$ cat src/rtl/timer_pkg.sv
// Shared constants for the coco_timer countdown timers: register map, CTRL layout,
// FSM encoding and bus base addresses.
package timer_pkg;

  typedef logic [1:0] state_t;

  localparam state_t IDLE = 2'd0;
  localparam state_t LOAD = 2'd1;
  localparam state_t CNT  = 2'd2;
  localparam state_t INT  = 2'd3;

  localparam logic [1:0] CTRL_OFF   = 2'd0;
  localparam logic [1:0] PRESET_OFF = 2'd1;
  localparam logic [1:0] COUNT_OFF  = 2'd2;

  localparam int unsigned EN      = 0;
  localparam int unsigned MODE_LO = 1;
  localparam int unsigned MODE_HI = 2;
  localparam int unsigned IM      = 3;

  localparam logic [1:0] MODE_ONESHOT = 2'b00;
  localparam logic [1:0] MODE_RELOAD  = 2'b01;

  localparam logic [31:0] TM0_BASE = 32'h0000_7f00;
  localparam logic [31:0] TM1_BASE = 32'h0000_7f10;

  // Only 01 reloads; 1x falls back to one-shot behaviour.
  function automatic logic is_reload(input logic [1:0] mode);
    return mode == MODE_RELOAD;
  endfunction

endpackage

$ cat src/rtl/coco_timer.sv
// Memory-mapped countdown timer with CTRL/PRESET/COUNT registers and a registered
// interrupt output gated by CTRL.IM.
module coco_timer
  import timer_pkg::*;
#(
  parameter logic [31:0] PRESET_RST = 32'h0
) (
  input  logic        clk,
  input  logic        reset,
  input  logic [1:0]  addr,
  input  logic        we,
  input  logic [31:0] wdata,
  output logic [31:0] rdata,
  output logic        irq
);

  state_t      state_q, state_d;
  logic        en_q, en_d;
  logic [1:0]  mode_q, mode_d;
  logic        im_q, im_d;
  logic [31:0] preset_q, preset_d;
  logic [31:0] count_q, count_d;
  logic        flag_q, flag_d;
  logic        irq_q;
  logic        wr_ctrl, wr_preset;

  assign wr_ctrl   = we && (addr == CTRL_OFF);
  assign wr_preset = we && (addr == PRESET_OFF);

  always_comb begin
    state_d  = state_q;
    en_d     = en_q;
    mode_d   = mode_q;
    im_d     = im_q;
    preset_d = preset_q;
    count_d  = count_q;
    flag_d   = flag_q;

    if (wr_preset) begin
      preset_d = wdata;
    end
    if (wr_ctrl || wr_preset) begin
      flag_d = 1'b0;
    end

    case (state_q)
      IDLE: begin
        if (en_q) begin
          state_d = LOAD;
        end
      end
      LOAD: begin
        count_d = preset_q;
        state_d = CNT;
      end
      CNT: begin
        if (!en_q) begin
          state_d = IDLE;
        end else if (count_q <= 32'd1) begin
          count_d = 32'd0;
          flag_d  = 1'b1;  // set beats a same-cycle bus clear
          state_d = INT;
        end else begin
          count_d = count_q - 32'd1;
        end
      end
      INT: begin
        state_d = IDLE;
        if (is_reload(mode_q)) begin
          flag_d = 1'b0;
        end else begin
          en_d = 1'b0;
        end
      end
      default: state_d = IDLE;
    endcase

    // Bus write to CTRL overrides the FSM's one-shot EN clear.
    if (wr_ctrl) begin
      en_d   = wdata[EN];
      mode_d = wdata[MODE_HI:MODE_LO];
      im_d   = wdata[IM];
    end
  end

  always_ff @(posedge clk or posedge reset) begin
    if (reset) begin
      state_q  <= IDLE;
      en_q     <= 1'b0;
      mode_q   <= MODE_ONESHOT;
      im_q     <= 1'b0;
      preset_q <= PRESET_RST;
      count_q  <= 32'd0;
      flag_q   <= 1'b0;
      irq_q    <= 1'b0;
    end else begin
      state_q  <= state_d;
      en_q     <= en_d;
      mode_q   <= mode_d;
      im_q     <= im_d;
      preset_q <= preset_d;
      count_q  <= count_d;
      flag_q   <= flag_d;
      irq_q    <= im_d & flag_d;
    end
  end

  assign irq = irq_q;

  always_comb begin
    rdata = 32'd0;
    case (addr)
      CTRL_OFF:   rdata = {28'd0, im_q, mode_q, en_q};
      PRESET_OFF: rdata = preset_q;
      COUNT_OFF:  rdata = count_q;
      default:    rdata = 32'd0;
    endcase
  end

endmodule

$ cat config.mk
export PLATFORM = sky130hd
export DESIGN_NAME = coco_timer
export DESIGN_NICKNAME = d
export VERILOG_FILES = /design/src/rtl/timer_pkg.sv /design/src/rtl/coco_timer.sv
export SDC_FILE = /design/constraint.sdc
export NUM_CORES = 1
export LEC_CHECK = 0
export BUFFER_PORTS_ARGS = -buffer_cell sky130_fd_sc_hd__buf_4
export CAP_MARGIN = 20
export CORE_AREA = 5 5 109 121
export CTS_BUF_LIST = sky130_fd_sc_hd__clkbuf_8
export DETAILED_ROUTE_END_ITERATION = 10
export DIE_AREA = 0 0 114 126
export PLACE_DENSITY_LB_ADDON = 0.15
export SLEW_MARGIN = 20
export SYNTH_ARGS = -nofsm -noshare
export SYNTH_HDL_FRONTEND = slang
export SYNTH_SLANG_ARGS = --single-unit
export TNS_END_PERCENT = 1
$ cat constraint.sdc
create_clock -name clk -period 2.71 [get_ports clk]
set_input_delay 0.4065 -clock clk [delete_from_list [all_inputs] [get_ports clk]]
set_output_delay 0.4065 -clock clk [all_outputs]
set_load 0.01 [all_outputs]
# ---- Word level (Yosys, flattened, before mapping)
# Index checks and enable logic that the tools add are counted.
dict set report totals {
  out_inout_bits 33
  ff_bits 72
  input_bits 37
  elab_cells 48
}
dict set report classes {
  eq_ne 10
  n_reduce_logical 10
  n_mux 17
  order_cmp 1
  n_addsub 1
  bitwise 1
}
# cell n
set ops {}
lappend ops {{$pmux W32 S3} 1}
lappend ops {{$mux W32} 2}
lappend ops {{$pmux W32 S2} 1}
lappend ops {{$le A32 B1 Y1 const B} 1}
lappend ops {{$sub A32 B1 Y32 const B} 1}
lappend ops {{$mux W1} 8}
lappend ops {{$pmux W2 S4} 1}
lappend ops {{$eq A2 B1 Y1 const B} 3}
lappend ops {{$eq A2 B2 Y1 const B} 3}
lappend ops {{$mux W2} 3}
lappend ops {{$ne A2 B2 Y1 const B} 3}
lappend ops {{$reduce_and A2 Y1} 3}
lappend ops {{$logic_not A2 Y1} 2}
lappend ops {{$reduce_bool A2 Y1} 2}
lappend ops {{$ne A3 B3 Y1 const B} 1}
lappend ops {{$logic_and A1 B1 Y1} 2}
lappend ops {{$pmux W1 S2} 1}
lappend ops {{$and A1 B1 Y1} 1}
lappend ops {{$logic_or A1 B1 Y1} 1}

# ---- Logic depth before layout (Yosys ltp)
# Gate-level depths: netlist (run 1).
dict set report logic_depth {
  depth_word 8
  mapped_depth 9
  ltp_nobuf 7
}

# ---- Least setup slack after synthesis (run 1)
# OpenSTA, ideal clock, no wires.
dict set report synth_timing {
  path_type {register to register}
  startpoint {register count_q[8]}
  endpoint {register count_q[12]}
  path_slack_ns 0.162
  setup_time_ns 0.126
  period_less_slack_ns 2.548
  stages_incl_launch_ff 10
  arrival_ns 2.423
  cell_sequence {dfrtp_1 -> or4_1 -> clkbuf_2 -> or3_1 -> buf_2 -> o31ai_4 -> buf_4 -> buf_6 -> a21oi_1 -> a221o_1}
}
dict set report synth_between {
  elab_chain_len 4
}
# element line
set synth_lines {}
lappend synth_lines {{start, declared} coco_timer.sv:22} ;# logic [31:0] count_q, count_d;
lappend synth_lines {{start signal, assigned} coco_timer.sv:102} ;# count_q <= count_d;
lappend synth_lines {{$sub A32 B1 Y32 / $le A32 B1 Y1 (equally long branches)} {coco_timer.sv:64, coco_timer.sv:59}}
lappend synth_lines {{$mux W32 (*)} coco_timer.sv:59} ;# end else if (count_q <= 32'd1) begin
lappend synth_lines {{$mux W32 (*)} coco_timer.sv:57} ;# if (!en_q) begin
lappend synth_lines {{$pmux W32 S2 (*)} coco_timer.sv:46} ;# case (state_q)
# Mark *: on every way between the ends. The rest lies on a longest branch, timed or not. The select of a mux whose other input is x is not followed.
# A chain may end at the register's enable or synchronous reset.

# ---- Worst setup path after layout (run 1)
dict set report layout_timing {
  startpoint {register count_q[10]}
  endpoint {register count_q[18]}
}
# Same word-level chain as after synthesis.

==> flow_metrics.py, run 1 <==
metrics = {
    "run_status": {
        "status": "finished, final reports clean",
    },
    "timing": {
        "rsz0062_at_grt": "yes",
        "worst_pin_slew_ns": 0.778,
        "slew_headroom_pct": 48.0,
        "slew_violations": 0,
        "hold_viol_final": 0,
        "finClkSkew_ns": 0.0135,
        "tns_ns": 0,
        "finalSetupViolCount": 0,
        "fin_crit_ns": 2.59,
        "whs_ns": 0.156,
        "final.period_utilization_pct": 95.8,
        "timing.final.ws_setup_ns": 0.115,
        "fmax_mhz": 385,
    },
    "yosys": {
        "syn_inst": 400,
        "yosys_warnings": 0,
        "synth_fa_ha_area_share_pct": 0.622,
        "ys.flop_type": "dfrtp_1",
        "synth.area.mux_share_pct": 11.0,
        "synth_compound_area_share_pct": 22.2,
        "ys_types": 50,
        "yosysSeqAreaShare_pct": 44.8,
        "synth_edf_count": 0,
        "synth_top_area_cell": "dfrtp_1",
        "synth_area_leaders": "dfrtp_1 45%, mux2_2 9.5%, a22o_1 7.4%",
        "yosys.area_share.simple_pct": 16.7,
        "syn-num-nets": 439,
        "ys_ff_latch": 72,
        "synth_top_area_share_pct": 44.8,
        "syn-cell-area_um2": 4020,
        "synth_area_per_cell_um2": 10.1,
        "synth_xor_area_share_pct": 0,
        "synth-async-reset-ratio_pct": 100,
        "synth_top_family_by_area": "compound AO/OA/AOI/OAI gates",
    },
    "placed_design": {
        "place_inst": 617,
        "port_buffers": 69,
        "dp_hpwl_um": 8130,
        "place_ws_ns": 0.0820,
        "gp_congestion": 0.790,
        "place_area_um2": 4800,
    },
    "run": {
        "max_cap_violations": 0,
    },
    "detailed_routing": {
        "drc": 0,
        "dr_total_vias": 3508,
        "drt_pass1_iterations": 4,
        "drtIter0Drc": 177,
        "wl_per_cell_um": 17.9,
        "ant_nets": 0,
        "routed_wirelength_um": 11300,
        "via_per_inst": 5.54,
    },
    "finish": {
        "num_antenna_cells": 0,
        "layout-drive-gt1-share_pct": 31.5,
        "fin_area_um2": 5000,
        "nets": 513,
        "finish.utilization_pct": 42.3,
        "regArea_um2": 1800,
        "final_cells": 633,
        "fillCellCount": 1166,
        "multiInputGateArea_um2": 2040,
        "syn_to_final_growth_pct": 24.3,
    },
    "power": {
        "power_mw": 4.66,
        "power_switching_share_pct": 40.0,
        "ir_worst_vdd_uv": 359,
        "pwr_density_cell_nw_per_um2": 932,
        "clockPowerShare_pct": 18.8,
        "p_sw_mw": 1.86,
        "p_int_mw": 2.80,
        "seqPwrFrac_pct": 39.8,
        "pwr-share-comb_pct": 41.3,
        "power_leakage_nw": 2.19,
    },
    "floorplan": {
        "ios": 70,
        "initial_core_util_pct": 34.0,
        "die_w_um": 114,
        "rows": 42,
        "die-height_um": 126,
        "die_area_um2": 14400,
        "fp.coreArea_um2": 11800,
    },
    "global_route": {
        "grt_pass1_wl_um": 18800,
        "grt_pass1_vias": 3573,
        "antenna_found_initial": 0,
        "grt-ovfl-total": 0,
        "grt_start_max_net_pins": 37,
        "grtUsageTotal_pct": 16.3,
    },
    "clock_network": {
        "clock_latency_ns": 0.36,
        "cts_made_buffers": 9,
        "clk_pin_slew_worst_paths_ns": 0.08,
        "cts_tree": "done",
        "clock_path_buffers": 2,
        "htreeDepth": 3,
        "postCtsSetupBuffers": 0,
        "clock-sinks": 72,
        "cts_root_buf": "clkbuf_8",
    },
    "critical_path": {
        "startpoint_type": "flop",
        "critPathRequiredTime_ns": 2.95,
        "path_class": "reg2reg",
        "crit_arrival_ns": 2.84,
        "cp-end-kind": "flop",
        "path_max_fanout": 11,
    },
    "min_path": {
        "hold_class": "in2async",
    },
}
==> critical path, cell delays in order, from the launching register on <==
cell     delay (ns)
dfrtp_1        0.40
or4_1          0.62
or3_1          0.48
o31a_2         0.48
and4_1         0.24
a211o_1        0.27
==> per-layer routing <==
metal  track usage [%]  wire length [um]
met4              5.38               150
met5                 0                 0
met1              22.7              5300
met2              25.4              5440
met3              3.21               457
==> cells in the final DEF (no fill, tap or decap), types with 2 or more instances in the layout <==
| cell | netlist | layout |
|---|---|---|
| nor2b_2 | 0 | 2 |
| nor2b_1 | 4 | 2 |
| a221o_1 | 12 | 12 |
| clkinv_2 | 0 | 2 |
| ha_1 | 2 | 2 |
| and3_1 | 4 | 4 |
| inv_1 | 13 | 14 |
| dfrtp_1 | 72 | 72 |
| a22oi_1 | 7 | 7 |
| nor3b_1 | 2 | 2 |
| nand4_1 | 4 | 4 |
| mux2_2 | 34 | 34 |
| o21ai_1 | 9 | 9 |
| o211ai_1 | 3 | 3 |
| a41oi_1 | 2 | 2 |
| a32o_1 | 2 | 2 |
| nor4_1 | 13 | 13 |
| a22o_1 | 34 | 34 |
| a21oi_1 | 13 | 12 |
| nand3b_1 | 2 | 2 |
| nor4b_1 | 4 | 4 |
| nand2b_1 | 3 | 3 |
| mux2i_1 | 6 | 6 |
| clkbuf_8 | 0 | 11 |
| a211o_1 | 3 | 3 |
| nor3_1 | 15 | 15 |
| or4_1 | 11 | 11 |
| or3_1 | 9 | 9 |
| nor2_1 | 17 | 17 |
| buf_4 | 2 | 96 |
| nand2_1 | 18 | 18 |
| nand3_1 | 11 | 11 |
| o21ai_0 | 21 | 21 |
| and2_1 | 2 | 2 |
==> synthesized netlist by cell type (4+ instances only) <==
cell type and count:
nor2_1 17, nor4_1 13, and3_1 4, nor4b_1 4, a21oi_1 13, or3_1 9
mux2_2 34, o21ai_1 9, nand3_1 11, nand4_1 4, dfrtp_1 72, mux2i_1 6
clkbuf_1 22, inv_1 13, o21ai_0 21, or4_1 11, nand2_1 18, a22o_1 34
a22oi_1 7, nor2b_1 4, nor3_1 15, a221o_1 12, buf_1 5
==> final cells by class <==
| type | count | area share [%] |
|---|---|---|
| clock buffer | 11 | 3.03 |
| clock inverter | 5 | 0.950 |
| inverter | 13 | 0.975 |
| multi-input combinational | 282 | 40.8 |
| sequential | 72 | 36.0 |
| tap | 154 | 3.85 |
| timing repair buffer | 96 | 14.4 |
==> cells by family (layout without fill, tap and decap cells) <==
logic type	after synthesis	after routing
AOI/OAI and AO/OA	119	119
and+or+nand+nor	121	121
buffers and inverters	46	125
DFF	72	72
adders and majority gates	2	2
muxes	40	40
==> power groups by stage <==
stage	Combinational [mW]	Sequential (mW)	Clock [mW]
2_1_floorplan	1.35	1.73	0
3_3_place_gp	1.92	1.86	0
3_5_place_dp	1.94	1.88	0
4_1_cts	1.95	1.85	0.905
5_1_grt	2.15	1.92	0.953
6_report	1.93	1.86	0.878
==> what timing repair did <==
action / CTS / global route
endpoints found under the setup margin: 0 / 5
gates resized for setup: 0 / 1
hold buffers: 0 / 0
==> final timing paths <==
path | endpoint | slack [ns] | startpoint | cells past startpoint
setup / recovery | count_q[18] | 0.12 | count_q[10] | 5
min in group clk | en_q | 0.26 | wdata[0] | 3
max in group asynchronous | count_q[22] | 2.19 | reset | 3
hold reg to reg | count_q[30] | 0.52 | preset_q[30] | 1
setup reg to reg | count_q[18] | 0.12 | count_q[10] | 5
hold / removal | preset_q[7] | 0.16 | reset | 3
==> sequential cells by signal (all words and copies together), names as in the netlist <==
signal and count:
im_q 1, count_q 32, flag_q 1, mode_q 2, irq 1, preset_q 32
en_q 1, state_q 2
Note: power is estimated with default switching activity, not from simulation.
==> run 2: changes to the inputs <==
CTS_BUF_LIST = sky130_fd_sc_hd__clkbuf_4 sky130_fd_sc_hd__clkbuf_8   (was sky130_fd_sc_hd__clkbuf_8)
SKIP_CTS_REPAIR_TIMING = 1   (was not set)
==> run 2 against run 1 <==
Effect of this change:
- die area unchanged
- sequential share of layout area decreased by 0.054 points
- clock power increased by 2.4%
- count of clock-buffer cells in the layout increased by 2
- via count decreased by 0.23%
- sequential power about the same
- worst hold slack improved by 0.0055 ns
- first-iteration DRC count decreased by 2.3%
- design area increased by 0.15%
- global-route usage unchanged
- cell count unchanged
- wire length increased by 0.27%
==> flow_metrics.py, run 2 (synthesized netlist as in run 1, its figures left out) <==
metrics = {
    "run_status": {
        "status": "finished, final reports clean",
    },
    "floorplan": {
        "die-height_um": 126,
        "fp.coreArea_um2": 11800,
        "initial_core_util_pct": 34.0,
        "die_w_um": 114,
        "rows": 42,
        "die_area_um2": 14400,
        "ios": 70,
    },
    "power": {
        "power_mw": 4.69,
        "power_leakage_nw": 2.19,
        "pwr_density_cell_nw_per_um2": 936,
        "ir_worst_vdd_uv": 359,
    },
    "timing": {
        "slew_headroom_pct": 47.5,
        "slew_violations": 0,
        "hold_viol_final": 0,
        "tns_ns": 0,
        "rsz0062_at_grt": "yes",
        "final.period_utilization_pct": 95.6,
        "fmax_mhz": 386,
        "worst_pin_slew_ns": 0.787,
        "finClkSkew_ns": 0.0132,
        "timing.final.ws_setup_ns": 0.119,
        "finalSetupViolCount": 0,
        "fin_crit_ns": 2.59,
    },
    "finish": {
        "nets": 513,
        "syn_to_final_growth_pct": 24.5,
        "num_antenna_cells": 0,
        "mostFrequentLayoutCell": "buf_4",
        "final_cell_mix": "96 x buf_4, 72 x dfrtp_1, 34 x mux2_2, 34 x a22o_1, 21 x o21ai_0",
        "fin_area_um2": 5010,
        "layout-drive-gt1-share_pct": 31.9,
        "final_cells": 633,
        "reg_top3": "count_q (32), preset_q (32)",
    },
    "global_route": {
        "grt_pass1_vias": 3580,
        "antenna_found_initial": 0,
        "grt-ovfl-total": 0,
        "grtUsageTotal_pct": 16.3,
        "grt_start_max_net_pins": 37,
        "grt_pass1_wl_um": 18800,
    },
    "critical_path": {
        "startpoint_type": "flop",
        "crit_chain": "or4_1 -> or3_1 -> o31ai_4 -> buf_4 -> o21ai_1 -> a221o_1",
        "cp-end-kind": "flop",
        "path_max_fanout": 19,
        "path_class": "reg2reg",
        "crit_arrival_ns": 2.82,
        "r2r-end": "count_q[10]",
        "cpPeakStageDelay_ns": 0.62,
        "reg2reg_depth": 6,
        "timing.rr.start": "count_q[10]",
        "crit_slowest_cell": "or4_1",
        "reg2reg_slack_ns": 0.12,
        "critPathRequiredTime_ns": 2.94,
    },
    "detailed_routing": {
        "routed_wirelength_um": 11400,
        "ant_nets": 0,
        "via_per_inst": 5.53,
        "drtIter0Drc": 173,
        "wl_per_cell_um": 18.0,
        "dr_total_vias": 3500,
        "drc": 0,
        "drt_pass1_iterations": 4,
    },
    "clock_network": {
        "clock-sinks": 72,
        "clock_path_buffers": 2,
        "cts_made_buffers": 9,
        "cts_root_buf": "clkbuf_8",
        "cts_tree": "done",
        "clk_pin_slew_worst_paths_ns": 0.08,
        "clock_latency_ns": 0.35,
        "htreeDepth": 3,
    },
    "placed_design": {
        "place_inst": 617,
        "dp_hpwl_um": 8130,
        "place_area_um2": 4800,
        "place_ws_ns": 0.0820,
        "gp_congestion": 0.790,
        "port_buffers": 69,
    },
    "run": {
        "max_cap_violations": 0,
    },
    "min_path": {
        "hold_class": "in2async",
    },
}
## run 2: cell count changes in the layout (fill, tap and decap cells not counted), sizes merged
cell    change
clkbuf      +2
inv         -2
## run 2: per-layer routing
metal | vias to the layer above | global-route usage (%) | routed length, um
met5 | - | 0 | 0
met4 | 0 | 5.38 | 125
met3 | 7 | 3.21 | 478
met2 | 85 | 25.5 | 5480
met1 | 1725 | 22.7 | 5290
li1 | 1683 | - | -
## run 2: how the worst max path moves through the flow
stage | start | endpoint | slack, ns
floorplan | count_q[8] | count_q[12] | 0.16
global placement | count_q[10] | count_q[18] | 0.15
detailed placement | count_q[10] | count_q[18] | 0.08
CTS | count_q[10] | count_q[18] | 0.07
global route | count_q[10] | count_q[10] | -0.01
finish | count_q[10] | count_q[10] | 0.12
## run 2: report_power, final
part / leakage, nW / internal (mW) / total, mW / switching [mW]
Combinational: 1.20 / 0.909 / 1.93 / 1.02
Sequential: 0.875 / 1.42 / 1.86 / 0.433
Clock: 0.110 / 0.494 / 0.899 / 0.405
Total: 2.19 / 2.83 / 4.69 / 1.86
## run 2: worst max-delay path, delay by kind of cell (launching register included)
family | cells | cell delay [ns]
and+or+nand+nor | 2 | 1.10
AOI/OAI and AO/OA | 3 | 0.70
DFF | 1 | 0.40
buffers and inverters | 1 | 0.27
## run 2: through the flow
step	utilization, %	hold slack, ns
6_report	42.4	0.162
5_1_grt	42.4	0.193
4_1_cts	42.4	0.174
3_5_place_dp	40.6	0.511
3_3_place_gp	40.6	0.503
2_1_floorplan	-	0.477
## run 2: cell type report
| class | instances | area, um2 |
|---|---|---|
| fillers | 1168 | 6810 |
| multi-input cells | 282 | 2040 |
| flip-flops and latches | 72 | 1800 |
| repair buffers | 96 | 721 |
| well taps | 154 | 193 |
| clock buffers | 13 | 166 |
| inverters | 13 | 48.8 |
| clock inverters | 3 | 40.0 |
